==> config.mk <==
export PLATFORM = sky130hd
export DESIGN_NAME = rr_arb4_32bit_flat
export DESIGN_NICKNAME = d
export VERILOG_FILES = /design/src/rtl/rr_arb4_32bit_if.sv /design/src/rtl/rr_arb4_32bit.sv /design/src/flat_wrapper.sv
export SDC_FILE = /design/constraint.sdc
export NUM_CORES = 1
export LEC_CHECK = 0
export CAP_MARGIN = 20
export CORE_MARGIN = 4
export CORE_UTILIZATION = 32
export CTS_CLUSTER_SIZE = 10
export DETAILED_ROUTE_END_ITERATION = 7
export GPL_TIMING_DRIVEN = 0
export PLACE_DENSITY = 0.74
export SLEW_MARGIN = 40
export SYNTH_ARGS = -nofsm -noshare
export SYNTH_HDL_FRONTEND = slang
export SYNTH_SLANG_ARGS = --single-unit
==> constraint.sdc <==
create_clock -name i_clk -period 5 [get_ports i_clk]
set_input_delay 1.25 -clock i_clk [delete_from_list [all_inputs] [get_ports i_clk]]
set_output_delay 1.25 -clock i_clk [all_outputs]
set_load 0.05 [all_outputs]
==> src/rtl/rr_arb4_32bit_if.sv <==
// rr_arb4_32bit_if: request/ack fan-in and valid/ready result bus of the round-robin arbiter
interface rr_arb4_32bit_if #(parameter int WIDTH = 32);
  logic [3:0]       i_req;
  logic [WIDTH-1:0] i_data0;
  logic [WIDTH-1:0] i_data1;
  logic [WIDTH-1:0] i_data2;
  logic [WIDTH-1:0] i_data3;
  logic [3:0]       o_ack;
  logic             o_valid;
  logic [WIDTH-1:0] o_data;
  logic [1:0]       o_sel;
  logic             i_ready;
  modport slave (
    input  i_req, i_data0, i_data1, i_data2, i_data3, i_ready,
    output o_ack, o_valid, o_data, o_sel
  );
  modport master (
    output i_req, i_data0, i_data1, i_data2, i_data3, i_ready,
    input  o_ack, o_valid, o_data, o_sel
  );
endinterface

==> src/rtl/rr_arb4_32bit.sv <==
// rr_arb4_32bit: four-way round-robin arbiter feeding one registered valid/ready output stage
module rr_arb4_32bit #(parameter int WIDTH = 32) (
  input logic            i_clk,
  input logic            i_reset,
  rr_arb4_32bit_if.slave bus
);
  logic [1:0]       ptr;
  logic [1:0]       g;
  logic [1:0]       idx;
  logic             found;
  logic             load_en;
  logic             xfer;
  logic [WIDTH-1:0] mux;
  // first requester at or after ptr, wrapping modulo 4
  always_comb begin
    found = 1'b0;
    g = ptr;
    idx = ptr;
    for (int k = 0; k < 4; k++) begin
      idx = ptr + 2'(k);
      if (!found && bus.i_req[idx]) begin
        found = 1'b1;
        g = idx;
      end
    end
  end
  assign load_en = !bus.o_valid || bus.i_ready;
  assign xfer = load_en && found && !i_reset;
  assign bus.o_ack = xfer ? 4'b0001 << g : 4'b0000;
  assign mux = g == 2'd0 ? bus.i_data0 :
               g == 2'd1 ? bus.i_data1 :
               g == 2'd2 ? bus.i_data2 : bus.i_data3;
  always_ff @(posedge i_clk) begin
    if (i_reset) begin
      bus.o_valid <= 1'b0;
      bus.o_data <= '0;
      bus.o_sel <= 2'd0;
      ptr <= 2'd0;
    end else if (xfer) begin
      bus.o_valid <= 1'b1;
      bus.o_data <= mux;
      bus.o_sel <= g;
      ptr <= g + 2'd1;
    end else if (bus.i_ready) begin
      bus.o_valid <= 1'b0;
    end
  end
endmodule
==> src/flat_wrapper.sv <==
// flat-port wrapper written by rule: the top's interface ports become plain ports
module rr_arb4_32bit_flat 
#(parameter int WIDTH = 32)
  (i_clk, i_reset, bus_i_req, bus_i_data0, bus_i_data1, bus_i_data2, bus_i_data3, bus_i_ready, bus_o_ack, bus_o_valid, bus_o_data, bus_o_sel);
  rr_arb4_32bit_if #(.WIDTH(WIDTH)) bus_i ();
  input logic i_clk;
  input logic i_reset;
  input wire logic [$bits(bus_i.i_req)-1:0] bus_i_req;
  input wire logic [$bits(bus_i.i_data0)-1:0] bus_i_data0;
  input wire logic [$bits(bus_i.i_data1)-1:0] bus_i_data1;
  input wire logic [$bits(bus_i.i_data2)-1:0] bus_i_data2;
  input wire logic [$bits(bus_i.i_data3)-1:0] bus_i_data3;
  input wire logic [$bits(bus_i.i_ready)-1:0] bus_i_ready;
  output wire logic [$bits(bus_i.o_ack)-1:0] bus_o_ack;
  output wire logic [$bits(bus_i.o_valid)-1:0] bus_o_valid;
  output wire logic [$bits(bus_i.o_data)-1:0] bus_o_data;
  output wire logic [$bits(bus_i.o_sel)-1:0] bus_o_sel;
  assign bus_i.i_req = bus_i_req;
  assign bus_i.i_data0 = bus_i_data0;
  assign bus_i.i_data1 = bus_i_data1;
  assign bus_i.i_data2 = bus_i_data2;
  assign bus_i.i_data3 = bus_i_data3;
  assign bus_i.i_ready = bus_i_ready;
  assign bus_o_ack = bus_i.o_ack;
  assign bus_o_valid = bus_i.o_valid;
  assign bus_o_data = bus_i.o_data;
  assign bus_o_sel = bus_i.o_sel;
  rr_arb4_32bit #(.WIDTH(WIDTH)) u_core (.i_clk(i_clk), .i_reset(i_reset), .bus(bus_i));
endmodule
==> results.json, run 1 <==
{
  "viasPerCell": 4.834,
  "die_y_um": 96.39,
  "reg2reg_slack_ns": 2.45,
  "ir_worst_vdd_mv": 0.1497,
  "finalCriticalPeriod_ns": 4.795,
  "diodes": 0,
  "cts_sinks": 37,
  "core_um2": 7408,
  "clockRootBuffer": "clkbuf_8",
  "yosysTopAreaCell": "dfxtp_1",
  "wl_per_cell_um": 15.52,
  "seq_area_frac_synth_pct": 29.63,
  "start_util_pct": 33.74,
  "swShare_pct": 42.88,
  "cp_max_fo": 10,
  "first_pass_iters": 4,
  "initialDrtViolationCount": 57,
  "yosysUniqueCellTypes": 28,
  "grt_max_degree": 20,
  "power_switching_uw": 687.7,
  "period_share_pct": 95.91,
  "num_io_pins": 174,
  "async_flop_share_pct": 0,
  "clk_latency_ns": 0.29,
  "synth_edf_count": 0,
  "p_int_uw": 916.2,
  "rsz0062_at_grt": "false",
  "yosys_warnings": 0,
  "max_cap_viol_count": 0,
  "outcome": "complete, no violations",
  "synth.most_common_cell": "mux2i_1",
  "place_area_um2": 4355,
  "setup_viol": 0,
  "htreeDepth": 2,
  "pwr-share-clk_pct": 17.2,
  "numCtsBuffers": 5,
  "hold_violations": 0,
  "synth_nets": 434,
  "skew_ns": 0.007314,
  "register_area_um2": 740.7,
  "ant_nets": 0,
  "via_count": 2770,
  "portBuffers": 173,
  "endpoint_kind": "output port",
  "synth_top_area_share_pct": 29.63,
  "synth_seq_cells": 37,
  "gp_congestion": 0.8481,
  "die_w_um": 96.39,
  "pwr_density_cell_nw_per_um2": 357.4,
  "netlist_instances": 295,
  "synthTopCellsByCount": "64 x mux2i_1, 52 x o21ai_0, 37 x dfxtp_1, 34 x nand2_1, 29 x nand3b_1",
  "wirelength_um": 8891,
  "grt_overflow": 0,
  "dieArea_um2": 9290,
  "p_leak_nw": 1.717,
  "syn_area_um2": 2500,
  "worstMarginPinSlew_ns": 0.7387,
  "arrival_ns": 3.55,
  "slew_headroom_pct": 50.75,
  "syn_avg_cell_area_um2": 8.474,
  "synth_area_leaders": "dfxtp_1 30%, mux2i_1 26%, o21ai_0 10%",
  "cts.path.max_buffers": 2,
  "antenna_found_initial": 0,
  "worstPathRequired_ns": 3.75,
  "cts_tree": "built",
  "rows": 31,
  "area_delta_synth_final_pct": 79.53,
  "hp-class": "register to register",
  "critical_path_class": "primary input to output port",
  "hpwlAfterDp_um": 7207,
  "synthFlopType": "dfxtp_1",
  "multi_input_area_um2": 1610,
  "clk_pin_slew_worst_paths_ns": 0.08,
  "p_seq_share_pct": 25.2,
  "max_freq_mhz": 208.5,
  "fill_cells": 668,
  "final_cell_area_um2": 4488,
  "grt_usage_pct": 18.31,
  "startpoint_type": "primary input",
  "slew_viol_final": 0,
  "cts_hold_buf": 0,
  "drive_above_1_share_pct": 8.017,
  "finalPower_mw": 1.604,
  "grt_pass1_vias": 2773,
  "drc": 0,
  "final_nets": 612,
  "grt_pass1_wl_um": 13330,
  "combPwrFrac_pct": 57.7
}
## cell families after synthesis
group,count (synthesis),synth area share (%)
AND/OR/NAND/NOR,83,19.87
multiplexers,64,25.63
flip-flops,37,29.63
buffers and inverters,31,6.456
AO/OA/AOI/OAI,76,16.42
adder cells (fa/ha/maj),4,2.002
## registers in the layout, summed over array words and instances, names as in the netlist
register	cells
u_core.bus.o_data	32
u_core.bus.o_sel	2
u_core.bus.o_valid	1
u_core.ptr	2
## final timing paths
| path | startpoint | end | cells past startpoint |
|---|---|---|---|
| setup / recovery | bus_i_req[1] | bus_o_ack[2] | 10 |
| hold / removal | u_core.bus.o_data[22] | u_core.bus.o_data[22] | 2 |
| setup reg to reg | u_core.ptr[1] | u_core.bus.o_data[27] | 8 |
| hold reg to reg | u_core.bus.o_data[22] | u_core.bus.o_data[22] | 2 |
## placed cells by master (no fill, tap or decap), types with 3 or more instances in the layout
master | synthesis | routed
nand2_1 | 34 | 34
o21ai_1 | 11 | 11
buf_2 | 8 | 6
clkbuf_8 | 0 | 6
mux2i_1 | 64 | 64
and2_1 | 4 | 4
nor2b_1 | 4 | 4
clkdlybuf4s50_1 | 0 | 169
inv_1 | 4 | 4
o21ai_2 | 5 | 5
clkbuf_1 | 11 | 10
a21oi_1 | 4 | 4
nand3b_1 | 29 | 29
clkbuf_2 | 3 | 3
dfxtp_1 | 37 | 37
nand3b_2 | 5 | 5
ha_1 | 4 | 4
o21ai_0 | 52 | 52
## per-layer routing
layer,routed length [um],up-vias,GRT usage (%)
met5,0,-,0
met4,89,0,4.206
met3,1014,7,6.971
met2,4350,119,32.60
met1,3437,1246,20.64
li1,-,1398,-
## per-stage QoR
step	utilization, %	instances	hold slack [ns]	setup slack (ns)	TNS [ns]
floorplan	-	295	0.5046	0.7285	0
global placement	58.79	567	0.4672	-0.6831	-1.537
detailed placement	58.79	567	0.4738	-0.7711	-1.827
CTS	60.40	573	0.4871	0.06597	0
global route	60.58	573	0.5141	0.02788	0
finish	60.58	573	0.4864	0.2047	0
## timing repair
item	in CTS	in global routing
gates cloned	0	0
buffers inserted	0	0
resized for setup	9	6
endpoints found under the setup margin	3	4
## layout make-up
type	count	share of cell area, %
clock inverter	2	0.8364
buffer	25	3.262
clock buffer	6	1.840
tap	99	2.760
inverter	4	0.3345
timing repair buffer	173	38.58
sequential	37	16.50
multi-input combinational	227	35.88
## critical path, cell delays in order
cell	delay [ns]
clkdlybuf4s50_1	0.62
a21oi_1	0.09
o22a_1	0.21
o22ai_2	0.22
inv_1	0.10
ha_1	0.20
buf_2	0.17
buf_4	0.21
and2_1	0.15
clkdlybuf4s15_2	0.33
## power groups by stage
stage | combinational (mW) | sequential [mW] | clock (mW)
5_1_grt | 0.996 | 0.415 | 0.292
3_5_place_dp | 0.934 | 0.409 | 0
6_report | 0.925 | 0.403 | 0.276
2_1_floorplan | 0.369 | 0.629 | 0
4_1_cts | 0.933 | 0.403 | 0.282
3_3_place_gp | 0.926 | 0.405 | 0
No activity file was read; power rests on OpenSTA's default activity.
==> run 2: changes to the inputs <==
--- a/config.mk
+++ b/config.mk
@@ -7,11 +7,11 @@
 export LEC_CHECK = 0
 export CAP_MARGIN = 20
 export CORE_MARGIN = 4
-export CORE_UTILIZATION = 32
+export CORE_UTILIZATION = 36
 export CTS_CLUSTER_SIZE = 10
 export DETAILED_ROUTE_END_ITERATION = 7
 export GPL_TIMING_DRIVEN = 0
-export PLACE_DENSITY = 0.74
+export PLACE_DENSITY = 0.82
 export SLEW_MARGIN = 40
 export SYNTH_ARGS = -nofsm -noshare
 export SYNTH_HDL_FRONTEND = slang
==> constraint.sdc (replaced) <==
create_clock -name i_clk -period 5.3 [get_ports i_clk]
set_input_delay 1.325 -clock i_clk [delete_from_list [all_inputs] [get_ports i_clk]]
set_output_delay 1.325 -clock i_clk [all_outputs]
set_load 0.05 [all_outputs]
==> results.json, run 2 (synthesis results as in run 1) <==
{
  "outcome": "complete, no violations",
  "drc": 0,
  "cts_setup_buffers": 0,
  "crit_slowest_cell": "clkdlybuf4s50_1",
  "wl_per_cell_um": 16.12,
  "skew_ns": 0.004706,
  "final_common_cell": "clkdlybuf4s50_1",
  "final_nets": 612,
  "dieArea_um2": 8341,
  "rsz0062_at_grt": "false",
  "grt_usage_pct": 20.75,
  "top_regs": "u_core.bus.o_data: 32 flops, u_core.bus.o_sel: 2 flops, u_core.ptr: 2 flops",
  "setup_viol": 0,
  "htreeDepth": 2,
  "layout_common_cells": "170 x clkdlybuf4s50_1, 64 x mux2i_1, 52 x o21ai_0",
  "ant_nets": 0,
  "regMostFlops": "u_core.bus.o_data",
  "clk_latency_ns": 0.28,
  "rows": 30,
  "max_freq_mhz": 195.2,
  "period_share_pct": 96.65,
  "diodes": 0,
  "final_cells": 553,
  "grt_pass1_vias": 2849,
  "cp_cell_sequence": "clkdlybuf4s50_1 > a21oi_1 > o22a_1 > o22ai_1 > ha_1 > buf_2 > and2_1 > clkdlybuf4s15_1",
  "gp_congestion": 0.7519,
  "drive_above_1_share_pct": 7.400,
  "clockRootBuffer": "clkbuf_8",
  "cts_hold_buf": 0,
  "first_pass_iters": 4,
  "fin_tns_setup_ns": 0,
  "critical_path_class": "primary input to output port",
  "via_count": 2804,
  "clk_pin_slew_worst_paths_ns": 0.07,
  "fill_cells": 616,
  "core_um2": 6756,
  "placed_cells": 548,
  "viasPerCell": 5.071,
  "finalCriticalPeriod_ns": 5.122,
  "worstPathRequired_ns": 3.97,
  "grt_max_degree": 20,
  "hp-class": "register to register",
  "cts_tree": "built",
  "cts.path.max_buffers": 2,
  "largest_reg_flops": 32,
  "hold_violations": 0,
  "slew_viol_final": 0,
  "numCtsBuffers": 5,
  "final_util_pct": 65.50,
  "ir_worst_vdd_mv": 0.1577,
  "grt_pass1_wl_um": 13840,
  "finalPower_mw": 1.451,
  "initialDrtViolationCount": 99,
  "die_w_um": 91.33,
  "area_delta_synth_final_pct": 77.03,
  "num_io_pins": 174,
  "cpPeakStageDelay_ns": 0.60,
  "arrival_ns": 3.80,
  "hpwlAfterDp_um": 7271,
  "startpoint_type": "primary input",
  "cts_sinks": 37,
  "die_y_um": 91.33,
  "portBuffers": 173,
  "start_util_pct": 37.00,
  "worstMarginPinSlew_ns": 0.7088,
  "cp_max_fo": 15,
  "slew_headroom_pct": 52.74,
  "max_cap_viol_count": 0,
  "wirelength_um": 8916,
  "p_leak_nw": 1.680,
  "grt_overflow": 0,
  "antenna_found_initial": 0,
  "pwr_density_cell_nw_per_um2": 327.9,
  "endpoint_kind": "output port"
}
==> run 2: worst paths after layout <==
check / start / to / slack [ns] / cells after the start
setup / recovery: bus_i_req[0] / bus_o_ack[0] / 0.18 / 8
hold / removal: u_core.bus.o_data[29] / u_core.bus.o_data[29] / 0.49 / 2
setup reg to reg: u_core.ptr[1] / u_core.bus.o_data[27] / 2.64 / 8
hold reg to reg: u_core.bus.o_data[29] / u_core.bus.o_data[29] / 0.49 / 2
==> run 2: timing repair <==
item,CTS,global route
gates resized for setup,7,4
setup endpoints to repair,3,2
pin swaps,0,0
endpoints found under the hold margin,0,0
==> run 2: power breakdown <==
group | switching (mW) | internal, mW | total, mW | leakage [nW]
Combinational | 0.507 | 0.365 | 0.872 | 1.33
Sequential | 0.0367 | 0.343 | 0.380 | 0.308
Clock | 0.0959 | 0.103 | 0.199 | 0.0433
==> run 2: cell type report <==
cell class,instances,area (um^2),share of cell area [%]
buffer,25,141.4,3.195
sequential,37,740.7,16.74
multi-input combinational,227,1604,36.25
tap,80,100.1,2.262
inverter,4,15.01,0.3393
timing repair buffer,173,1734,39.19
clock inverter,1,7.507,0.1696
clock buffer,6,82.58,1.866
==> run 2: per-layer routing <==
metal  vias to the layer above  global-route usage [%]  part of all wire (%)
met5                         -                       0                     0
met4                         0                   4.146                  0.92
met3                         8                   7.374                   9.4
met2                       123                   39.06                    51
met1                      1272                   22.15                    39
li1                       1401                       -                     -
==> run 2: stage by stage <==
step | hold slack [ns] | cell area (um^2) | worst slack (ns)
floorplan | 0.5046 | 2500 | 0.8785
global placement | 0.4671 | 4332 | -0.5020
detailed placement | 0.4724 | 4332 | -0.5806
CTS | 0.4875 | 4415 | 0.07985
global route | 0.5053 | 4425 | 0.01594
finish | 0.4879 | 4425 | 0.1775
==> run 2: worst max-delay path: cells and delay by family <==
| family | cells | cell delay, ns |
|---|---|---|
| buffers and inverters | 3 | 1.47 |
| AOI/OAI and AO/OA | 3 | 0.61 |
| adders and majority gates | 1 | 0.20 |
| and+or+nand+nor | 1 | 0.19 |
